===== config.mk =====
export PLATFORM = sky130hd
export DESIGN_NAME = mem_arbiter_flat
export DESIGN_NICKNAME = d
export VERILOG_FILES = /design/src/rtl/mem_arb_pkg.sv /design/src/rtl/mem_arbiter_if.sv /design/src/rtl/mem_arbiter.sv /design/src/flat_wrapper.sv
export SDC_FILE = /design/constraint.sdc
export NUM_CORES = 1
export LEC_CHECK = 0
export ABC_AREA = 1
export BUFFER_PORTS_ARGS = -buffer_cell sky130_fd_sc_hd__buf_4
export CELL_PAD_IN_SITES_DETAIL_PLACEMENT = 1
export CELL_PAD_IN_SITES_GLOBAL_PLACEMENT = 1
export CORE_MARGIN = 2
export CORE_UTILIZATION = 33
export CTS_BUF_LIST = sky130_fd_sc_hd__clkbuf_16
export CTS_CLUSTER_DIAMETER = 50
export DETAILED_ROUTE_END_ITERATION = 7
export GPL_ROUTABILITY_DRIVEN = 1
export PLACE_DENSITY_LB_ADDON = 0.25
export RECOVER_POWER = 100
export SYNTH_ARGS = -nofsm -noshare
export SYNTH_HDL_FRONTEND = slang
export SYNTH_SLANG_ARGS = --single-unit

===== constraint.sdc =====
create_clock -name clk -period 2.1 [get_ports clk]
set_input_delay 0.42 -clock clk [delete_from_list [all_inputs] [get_ports clk]]
set_output_delay 0.42 -clock clk [all_outputs]
set_load 0.02 [all_outputs]

===== src/rtl/mem_arb_pkg.sv =====
// Shared types and sizing for the I/D memory arbiter.
package mem_arb_pkg;

  localparam int unsigned ADDR_W      = 16;
  localparam int unsigned DATA_W      = 16;
  localparam int unsigned BLOCK_WORDS = 8;
  localparam int unsigned MEM_LAT     = 4;
  localparam int unsigned OFF_W       = 4;
  localparam int unsigned IDX_W       = $clog2(BLOCK_WORDS);

  typedef enum logic [1:0] {
    IDLE  = 2'd0,
    FILL  = 2'd1,
    WRITE = 2'd2
  } state_e;

  typedef enum logic {
    OWN_I = 1'b0,
    OWN_D = 1'b1
  } owner_e;

  // One memory-port command as presented for a single cycle
  typedef struct packed {
    logic              en;
    logic              wr;
    logic [ADDR_W-1:0] addr;
    logic [DATA_W-1:0] wdata;
  } mem_cmd_t;

  // Align an address down to the start of its cache block
  function automatic logic [ADDR_W-1:0] block_base(input logic [ADDR_W-1:0] a);
    return a & ~ADDR_W'((1 << OFF_W) - 1);
  endfunction

endpackage


===== src/rtl/mem_arbiter_if.sv =====
// Requester and memory-port signals of the shared memory arbiter.
interface mem_arbiter_if;
  import mem_arb_pkg::*;

  logic              i_req;
  logic [ADDR_W-1:0] i_addr;
  logic              i_gnt;
  logic              i_rvld;
  logic              i_done;

  logic              d_req;
  logic              d_wr;
  logic [ADDR_W-1:0] d_addr;
  logic [DATA_W-1:0] d_wdata;
  logic              d_gnt;
  logic              d_rvld;
  logic              d_done;

  logic [DATA_W-1:0] rdata;
  logic [IDX_W-1:0]  rword;

  logic              mem_en;
  logic              mem_wr;
  logic [ADDR_W-1:0] mem_addr;
  logic [DATA_W-1:0] mem_wdata;
  logic [DATA_W-1:0] mem_rdata;
  logic              mem_rdata_vld;

  // Arbiter view
  modport slave (
    input  i_req, i_addr, d_req, d_wr, d_addr, d_wdata, mem_rdata, mem_rdata_vld,
    output i_gnt, i_rvld, i_done, d_gnt, d_rvld, d_done, rdata, rword,
           mem_en, mem_wr, mem_addr, mem_wdata
  );

  // Requesters plus memory view
  modport master (
    output i_req, i_addr, d_req, d_wr, d_addr, d_wdata, mem_rdata, mem_rdata_vld,
    input  i_gnt, i_rvld, i_done, d_gnt, d_rvld, d_done, rdata, rword,
           mem_en, mem_wr, mem_addr, mem_wdata
  );

endinterface


===== src/rtl/mem_arbiter.sv =====
// Round-robin arbiter sharing one pipelined memory between I-fill and D-fill/write.
module mem_arbiter
  import mem_arb_pkg::*;
(
  input  logic         clk,
  input  logic         rst_n,
  mem_arbiter_if.slave bus
);

  localparam logic [IDX_W-1:0] LAST_IDX = IDX_W'(BLOCK_WORDS - 1);

  state_e            state_q, state_d;
  owner_e            owner_q, owner_d;
  owner_e            last_q, last_d;
  logic [ADDR_W-1:0] base_q, base_d;
  logic [IDX_W-1:0]  ic_q, ic_d, ic_nxt;
  logic [IDX_W-1:0]  rc_q, rc_d;
  logic              issued_q, issued_d;
  logic              i_gnt_q, d_gnt_q;
  mem_cmd_t          cmd_q, cmd_d;
  logic              win_i, win_d;
  logic              fill_vld, fill_last;

  assign fill_vld  = (state_q == FILL) && bus.mem_rdata_vld;
  assign fill_last = fill_vld && (rc_q == LAST_IDX);
  assign ic_nxt    = ic_q + IDX_W'(1);

  // Round-robin pick: on contention the side that did not go last wins
  always_comb begin
    win_d = bus.d_req && (!bus.i_req || (last_q == OWN_I));
    win_i = bus.i_req && !win_d;
  end

  // State, counters, latched transaction and registered memory/grant outputs
  always_ff @(posedge clk or negedge rst_n) begin
    if (!rst_n) begin
      state_q  <= IDLE;
      owner_q  <= OWN_I;
      last_q   <= OWN_D;
      base_q   <= '0;
      ic_q     <= '0;
      rc_q     <= '0;
      issued_q <= 1'b0;
      cmd_q    <= '0;
      i_gnt_q  <= 1'b0;
      d_gnt_q  <= 1'b0;
    end else begin
      state_q  <= state_d;
      owner_q  <= owner_d;
      last_q   <= last_d;
      base_q   <= base_d;
      ic_q     <= ic_d;
      rc_q     <= rc_d;
      issued_q <= issued_d;
      cmd_q    <= cmd_d;
      i_gnt_q  <= (state_d != IDLE) && (owner_d == OWN_I);
      d_gnt_q  <= (state_d != IDLE) && (owner_d == OWN_D);
    end
  end

  // Next state: grant in IDLE, leave FILL on last return, WRITE lasts one cycle
  always_comb begin
    state_d = state_q;
    owner_d = owner_q;
    last_d  = last_q;
    base_d  = base_q;
    unique case (state_q)
      IDLE: begin
        if (win_d || win_i) begin
          owner_d = win_d ? OWN_D : OWN_I;
          last_d  = win_d ? OWN_D : OWN_I;
          base_d  = block_base(win_d ? bus.d_addr : bus.i_addr);
          state_d = (win_d && bus.d_wr) ? WRITE : FILL;
        end
      end
      FILL:    if (fill_last) state_d = IDLE;
      WRITE:   state_d = IDLE;
      default: state_d = IDLE;
    endcase
  end

  // Next memory command and counters; the command is presented the cycle after
  always_comb begin
    cmd_d    = '0;
    ic_d     = ic_q;
    rc_d     = rc_q;
    issued_d = issued_q;
    unique case (state_q)
      IDLE: begin
        if (win_d && bus.d_wr) begin
          cmd_d.en    = 1'b1;
          cmd_d.wr    = 1'b1;
          cmd_d.addr  = bus.d_addr;
          cmd_d.wdata = bus.d_wdata;
        end else if (win_d || win_i) begin
          cmd_d.en = 1'b1;
          cmd_d.addr = base_d;
          ic_d     = '0;
          rc_d     = '0;
          issued_d = 1'b0;
        end
      end
      FILL: begin
        if (fill_vld) rc_d = rc_q + IDX_W'(1);
        if (!issued_q) begin
          if (ic_q == LAST_IDX) begin
            issued_d = 1'b1;
          end else begin
            ic_d       = ic_nxt;
            cmd_d.en   = 1'b1;
            cmd_d.addr = base_q | ADDR_W'({ic_nxt, 1'b0});
          end
        end
      end
      default: ;
    endcase
  end

  assign bus.mem_en    = cmd_q.en;
  assign bus.mem_wr    = cmd_q.wr;
  assign bus.mem_addr  = cmd_q.addr;
  assign bus.mem_wdata = cmd_q.wdata;
  assign bus.i_gnt     = i_gnt_q;
  assign bus.d_gnt     = d_gnt_q;

  // Return path passes straight through so word k arrives MEM_LAT after its issue
  assign bus.i_rvld = fill_vld && (owner_q == OWN_I);
  assign bus.d_rvld = fill_vld && (owner_q == OWN_D);
  assign bus.i_done = fill_last && (owner_q == OWN_I);
  assign bus.d_done = (state_q == WRITE) || (fill_last && (owner_q == OWN_D));
  assign bus.rdata  = fill_vld ? bus.mem_rdata : '0;
  assign bus.rword  = fill_vld ? rc_q : '0;

endmodule


===== src/flat_wrapper.sv =====
// flat-port wrapper written by rule: the top's interface ports become plain ports
module mem_arbiter_flat import mem_arb_pkg::*;
  (clk, rst_n, bus_i_req, bus_i_addr, bus_d_req, bus_d_wr, bus_d_addr, bus_d_wdata, bus_mem_rdata, bus_mem_rdata_vld, bus_i_gnt, bus_i_rvld, bus_i_done, bus_d_gnt, bus_d_rvld, bus_d_done, bus_rdata, bus_rword, bus_mem_en, bus_mem_wr, bus_mem_addr, bus_mem_wdata);
  mem_arbiter_if bus_i ();
  input  logic clk;
  input  logic rst_n;
  input wire logic [$bits(bus_i.i_req)-1:0] bus_i_req;
  input wire logic [$bits(bus_i.i_addr)-1:0] bus_i_addr;
  input wire logic [$bits(bus_i.d_req)-1:0] bus_d_req;
  input wire logic [$bits(bus_i.d_wr)-1:0] bus_d_wr;
  input wire logic [$bits(bus_i.d_addr)-1:0] bus_d_addr;
  input wire logic [$bits(bus_i.d_wdata)-1:0] bus_d_wdata;
  input wire logic [$bits(bus_i.mem_rdata)-1:0] bus_mem_rdata;
  input wire logic [$bits(bus_i.mem_rdata_vld)-1:0] bus_mem_rdata_vld;
  output wire logic [$bits(bus_i.i_gnt)-1:0] bus_i_gnt;
  output wire logic [$bits(bus_i.i_rvld)-1:0] bus_i_rvld;
  output wire logic [$bits(bus_i.i_done)-1:0] bus_i_done;
  output wire logic [$bits(bus_i.d_gnt)-1:0] bus_d_gnt;
  output wire logic [$bits(bus_i.d_rvld)-1:0] bus_d_rvld;
  output wire logic [$bits(bus_i.d_done)-1:0] bus_d_done;
  output wire logic [$bits(bus_i.rdata)-1:0] bus_rdata;
  output wire logic [$bits(bus_i.rword)-1:0] bus_rword;
  output wire logic [$bits(bus_i.mem_en)-1:0] bus_mem_en;
  output wire logic [$bits(bus_i.mem_wr)-1:0] bus_mem_wr;
  output wire logic [$bits(bus_i.mem_addr)-1:0] bus_mem_addr;
  output wire logic [$bits(bus_i.mem_wdata)-1:0] bus_mem_wdata;
  assign bus_i.i_req = bus_i_req;
  assign bus_i.i_addr = bus_i_addr;
  assign bus_i.d_req = bus_d_req;
  assign bus_i.d_wr = bus_d_wr;
  assign bus_i.d_addr = bus_d_addr;
  assign bus_i.d_wdata = bus_d_wdata;
  assign bus_i.mem_rdata = bus_mem_rdata;
  assign bus_i.mem_rdata_vld = bus_mem_rdata_vld;
  assign bus_i_gnt = bus_i.i_gnt;
  assign bus_i_rvld = bus_i.i_rvld;
  assign bus_i_done = bus_i.i_done;
  assign bus_d_gnt = bus_i.d_gnt;
  assign bus_d_rvld = bus_i.d_rvld;
  assign bus_d_done = bus_i.d_done;
  assign bus_rdata = bus_i.rdata;
  assign bus_rword = bus_i.rword;
  assign bus_mem_en = bus_i.mem_en;
  assign bus_mem_wr = bus_i.mem_wr;
  assign bus_mem_addr = bus_i.mem_addr;
  assign bus_mem_wdata = bus_i.mem_wdata;
  mem_arbiter u_core (.clk(clk), .rst_n(rst_n), .bus(bus_i));
endmodule

Word level (Yosys, flattened, before mapping) --
Cells that the tools add are included.
Storage, ports and cells: bits in registers 63, input bits 70, word-level logic and storage cells 89
Operators by class: $add $sub $neg 2, equal/unequal tests 9, mux-type cells 38, bitwise operators 4, reduce and logical (&&, ||, !) cells 23
Operators by type and width (number):
- $mux 16 | 10
- $pmux 16 s2 | 1
- $mux 3 | 6
- $or 16x4->16 | 1
- $mux 1 | 13
- $pmux 3 s2 | 2
- $logic_and 1x1->1 | 11
- $add 3x1->3 const B | 2
- $eq 3x3->1 const B | 2
- $mux 2 | 3
- $ne 2x2->1 const B | 3
- $reduce_and 5->1 | 1
- $ne 2x1->1 const B | 2
- $pmux 1 s2 | 2
- $pmux 2 s2 | 1
- $reduce_and 4->1 | 1
- $reduce_bool 2->1 | 2
- $logic_or 1x1->1 | 3
- $not 1->1 | 3
- $reduce_and 3->1 | 1
- $eq 2x1->1 const B | 1
- $eq 2x2->1 const B | 1
- $logic_not 1->1 | 2
- $logic_not 2->1 | 1
- $reduce_and 2->1 | 1

Logic depth before layout (Yosys ltp) --
depth in word-level cells 11, gate-level depth with buffers 9, mapped depth without buffers 8

Worst setup path before layout --
Ideal clock, no wire load.
path kind register to output, start register u_core.state_q[1], end output port bus_d_rvld, arrival time 1.242 ns, required time 1.680 ns, slack 0.438 ns, stages on the path, launching flop included 5, path buffers 1, cell sequence dfrtp_1 -> nor2_4 -> nand2_1 -> buf_2 -> nor2_1
On the way: word-level cells in the longest chain between the ends 3
Ends and longest elaborated chain:
- start, declared | line mem_arbiter.sv:12 | state_e state_q, state_d;
- start signal, assigned | line mem_arbiter.sv:48 | state_q <= state_d;
- $eq 2x1->1 | line mem_arbiter.sv:24 | assign fill_vld = (state_q == FILL) && bus.mem_rdata_vld;
- $logic_and 1x1->1 | line mem_arbiter.sv:24
- $logic_and 1x1->1 | line mem_arbiter.sv:128 | assign bus.d_rvld = fill_vld && (owner_q == OWN_D);
- end, declared | line flat_wrapper.sv:19 | output wire logic [$bits(bus_i.d_rvld)-1:0] bus_d_rvld;
No other way between the ends.

Worst setup path in the final report --
start register u_core.state_q[0], end output port bus_rdata[8]
On the way: word-level cells in the longest chain between the ends 3
Ends and longest elaborated chain:
- $eq 2x1->1 | line mem_arbiter.sv:24
- $logic_and 1x1->1 | line mem_arbiter.sv:24
- $mux 16 | line mem_arbiter.sv:131 | assign bus.rdata = fill_vld ? bus.mem_rdata : '0;
- end, declared | line flat_wrapper.sv:21 | output wire logic [$bits(bus_i.rdata)-1:0] bus_rdata;
No other way between the ends.

==> key figures <==
Floorplanning
  • Die X: 94.6 µm
  • Initial core utilization: 0.335
  • I/O Pins: 129
  • FP Rows: 33
  • Die Y: between 90 and 100 µm
  • Die footprint: 8950 µm²
  • Core area: 8090 µm²

Timing
  • FMAX: 511 MHz
  • Least-Margin Pin Slew: 1560 ps
  • Total negative setup slack: 0 ps
  • Final setup fails: 0
  • Worst Skew: 6.63 ps
  • Relative slew margins: -0.0426
  • Final Slew Violations: between 60 and 70
  • Crit path time final: 1960 ps
  • Fin. Hold Viols: 0
  • RSZ-0062 raised after global routing: false
  • Minimum hold slack: around 300 ps
  • Period utilisation layout: 0.932

Synthesis
  • Dominant synthesized flop cell: dfrtp_1
  • Register area share after synthesis: 0.583
  • Largest cells by area after synthesis: dfrtp_1 57%, nand2_1 9.4%, inv_1 8.5%
  • Yosys top cell by area: dfrtp_1
  • Yosys warns: 0
  • Area share of the largest cell type after synthesis: 0.573
  • Synth cell types: 20
  • Syn Std Cell Area: 2710 µm²
  • Yosys reg bits: 63
  • Syn_area_per_cell: 8.76 µm²
  • Post-synthesis net count: 383
  • Mapped Cells: just over 300
  • Commonest cells post-synth: 68 x nand2_1, 62 x dfrtp_1, 61 x inv_1
  • Asr flop ratio synth: 1.00
  • Count leader, synth: nand2_1
  • Post-synth EDFFs: 0

Pwr
  • Net switching power: 0.00173 W
  • Total internal power: 0.00311 W
  • Leak: 2.19 nW
  • Power Total: 0.00484 W
  • Combinational Power Share: 0.316
  • Pwr/cell area: 1270 nW/µm²
  • Seq pwr share: 0.364
  • VDD IR max: about 0.63 mV
  • Clock share of power: 0.320
  • Sw Ratio: 0.357

CTS
  • Cts hold-fix bufs: 0
  • Post CTS Setup Buffer Count: 0
  • Clock buffer depth: 2
  • H-tree levels: 3
  • Sinks on Clock Net: 63
  • Latest clock arrival within the worst-skew pair: 320 ps
  • Clk root buf: clkbuf_16
  • CTS resizes: 0
  • CTS tree: built
  • CTS clk-pin slew, worst paths: around 50 ps
  • CTS buffer count: 9

Worst setup path
  • WP data required: approximately 1700 ps
  • Setup crit end kind: output port
  • Worst Setup Start Kind: flop
  • Crit path kind: reg -> out
  • Critical path arrival: 1540 ps
  • Worst Path Max Fanout: 23

Cells and area
  • Layout cells sized above 1: 0.241
  • Nets: 513
  • Fill cell count: 1,011
  • N_diodes: 0
  • Multi-input gate area: 800 µm²
  • Reg area: between 1500 and 2000 µm²
  • Layout area overhead: 41.1%
  • Finished Cell Area: 3820 µm²

Routing
  • Via/cell ratio: 4.42
  • Antenna Nets Post-Route: 0
  • Number of remaining DRC errors: 0
  • Pre-Repair DR Iteration Count: 4
  • DR WL/cell: 12.4 µm
  • Drt total wl: roughly 6800 µm
  • Via count: 2,424
  • Initial DRC count: 48

Worst hold path
  • Hold WC Path Type: in -> reg

Global routing
  • Initial antenna violation count: 0
  • GR Util All Layers: 0.159
  • Largest net degree at the start of global routing: 64
  • Global-route wire length before repair: approximately 11,000 µm
  • GR Overflow Total: 0
  • Vias in the first global route: 2,425

Job
  • Max_cap viols: 1

Outcome
  • Status: finished, violations left
  • Failing checks: max-capacitance violations, max-slew violations

Placement
  • Dpl cell area: 3730 µm²
  • Routability cong.: 0.687
  • DP HPWL: 4880 µm
  • # port buffers: 124
[registers in the layout, indices dropped and copies added (netlist names)]
name	count
u_core.rc_q	3
u_core.ic_q	3
u_core.base_q	16
u_core.bus.d_gnt	1
u_core.bus.i_gnt	1
u_core.last_q	1
u_core.bus.mem_wr	1
u_core.owner_q	1
u_core.bus.mem_addr	16
u_core.bus.mem_en	1
u_core.bus.mem_wdata	16
u_core.issued_q	1
u_core.state_q	2
[routing by layer]
metal / up-vias / track usage / wire length [µm]
li1: 1187 / - / -
met1: 1141 / 0.173 / 2680
met2: 85 / 0.288 / 3400
met3: 11 / 0.0487 / 615
met4: 0 / 0.0652 / 108
met5: - / 0 / 0
[cells by family (layout without fill, tap and decap cells)]
kind of cell | Yosys count | count (layout) | share of synthesized area
flops | 63 | 63 | 0.583
simple gates | 133 | 133 | 0.209
compound gates | 38 | 38 | 0.0799
fa+ha+maj | 4 | 4 | 0.0185
buf+inv | 71 | 206 | 0.110
[worst max-delay path: stages, from the launching register on]
cell and delay (ps):
dfrtp_1 350, inv_1 80, nor2_4 140, nand2_1 90, clkbuf_4 250, nor2_1 130, clkbuf_2 180
[through the flow]
step / util / instances / worst slack, ps
2_1_floorplan: - / 309 / 438
6_report: 0.472 / 549 / 143
5_1_grt: 0.472 / 549 / 9.86
4_1_cts: 0.500 / 548 / 39.6
3_3_place_gp: 0.461 / 532 / 434
3_5_place_dp: 0.461 / 532 / 394
[cell type report]
class	count	share of cell area
clock buffers	9	0.0590
clock inverters	7	0.0233
inverters	62	0.0609
multi-input cells	175	0.209
flip-flops and latches	63	0.413
well taps	105	0.0344
repair buffers	128	0.200
[final timing paths]
| path | cells past startpoint | slack [ps] | from | endpoint |
|---|---|---|---|---|
| max | 6 | 140 | u_core.state_q[0] | bus_rdata[8] |
| min | 3 | 300 | bus_d_addr[3] | u_core.bus.mem_addr[3] |
| max reg2reg | 6 | 300 | u_core.last_q | u_core.bus.d_gnt |
| min reg2reg | 2 | 480 | u_core.base_q[6] | u_core.bus.mem_addr[6] |
| max in group asynchronous | 1 | 670 | rst_n | u_core.bus.mem_wdata[15] |
| min in group asynchronous | 1 | 450 | rst_n | u_core.base_q[7] |
[cells in the final DEF, fill, tap and decap left out, types with 4 or more instances in the layout]
cell       synthesis  final
ha_1               4      4
o21ai_0           30     30
o211ai_1           5      5
inv_1             61     62
buf_4              0     68
clkbuf_2           0     19
dfrtp_1           62     62
clkbuf_1           0     39
nor2_1            44     45
clkbuf_16          0      9
nand3_1           12     13
nand2_1           68     72
[power by group through the flow]
stage,Sequential (W),Clock [W],Combinational [W]
finish,0.00176,0.00155,0.00153
global route,0.00181,0.00164,0.00176
CTS,0.00178,0.00160,0.00177
detailed placement,0.00179,0,0.00176
global placement,0.00178,0,0.00170
floorplan,0.00195,0,0.000915
No activity file was read; power rests on OpenSTA's default activity.
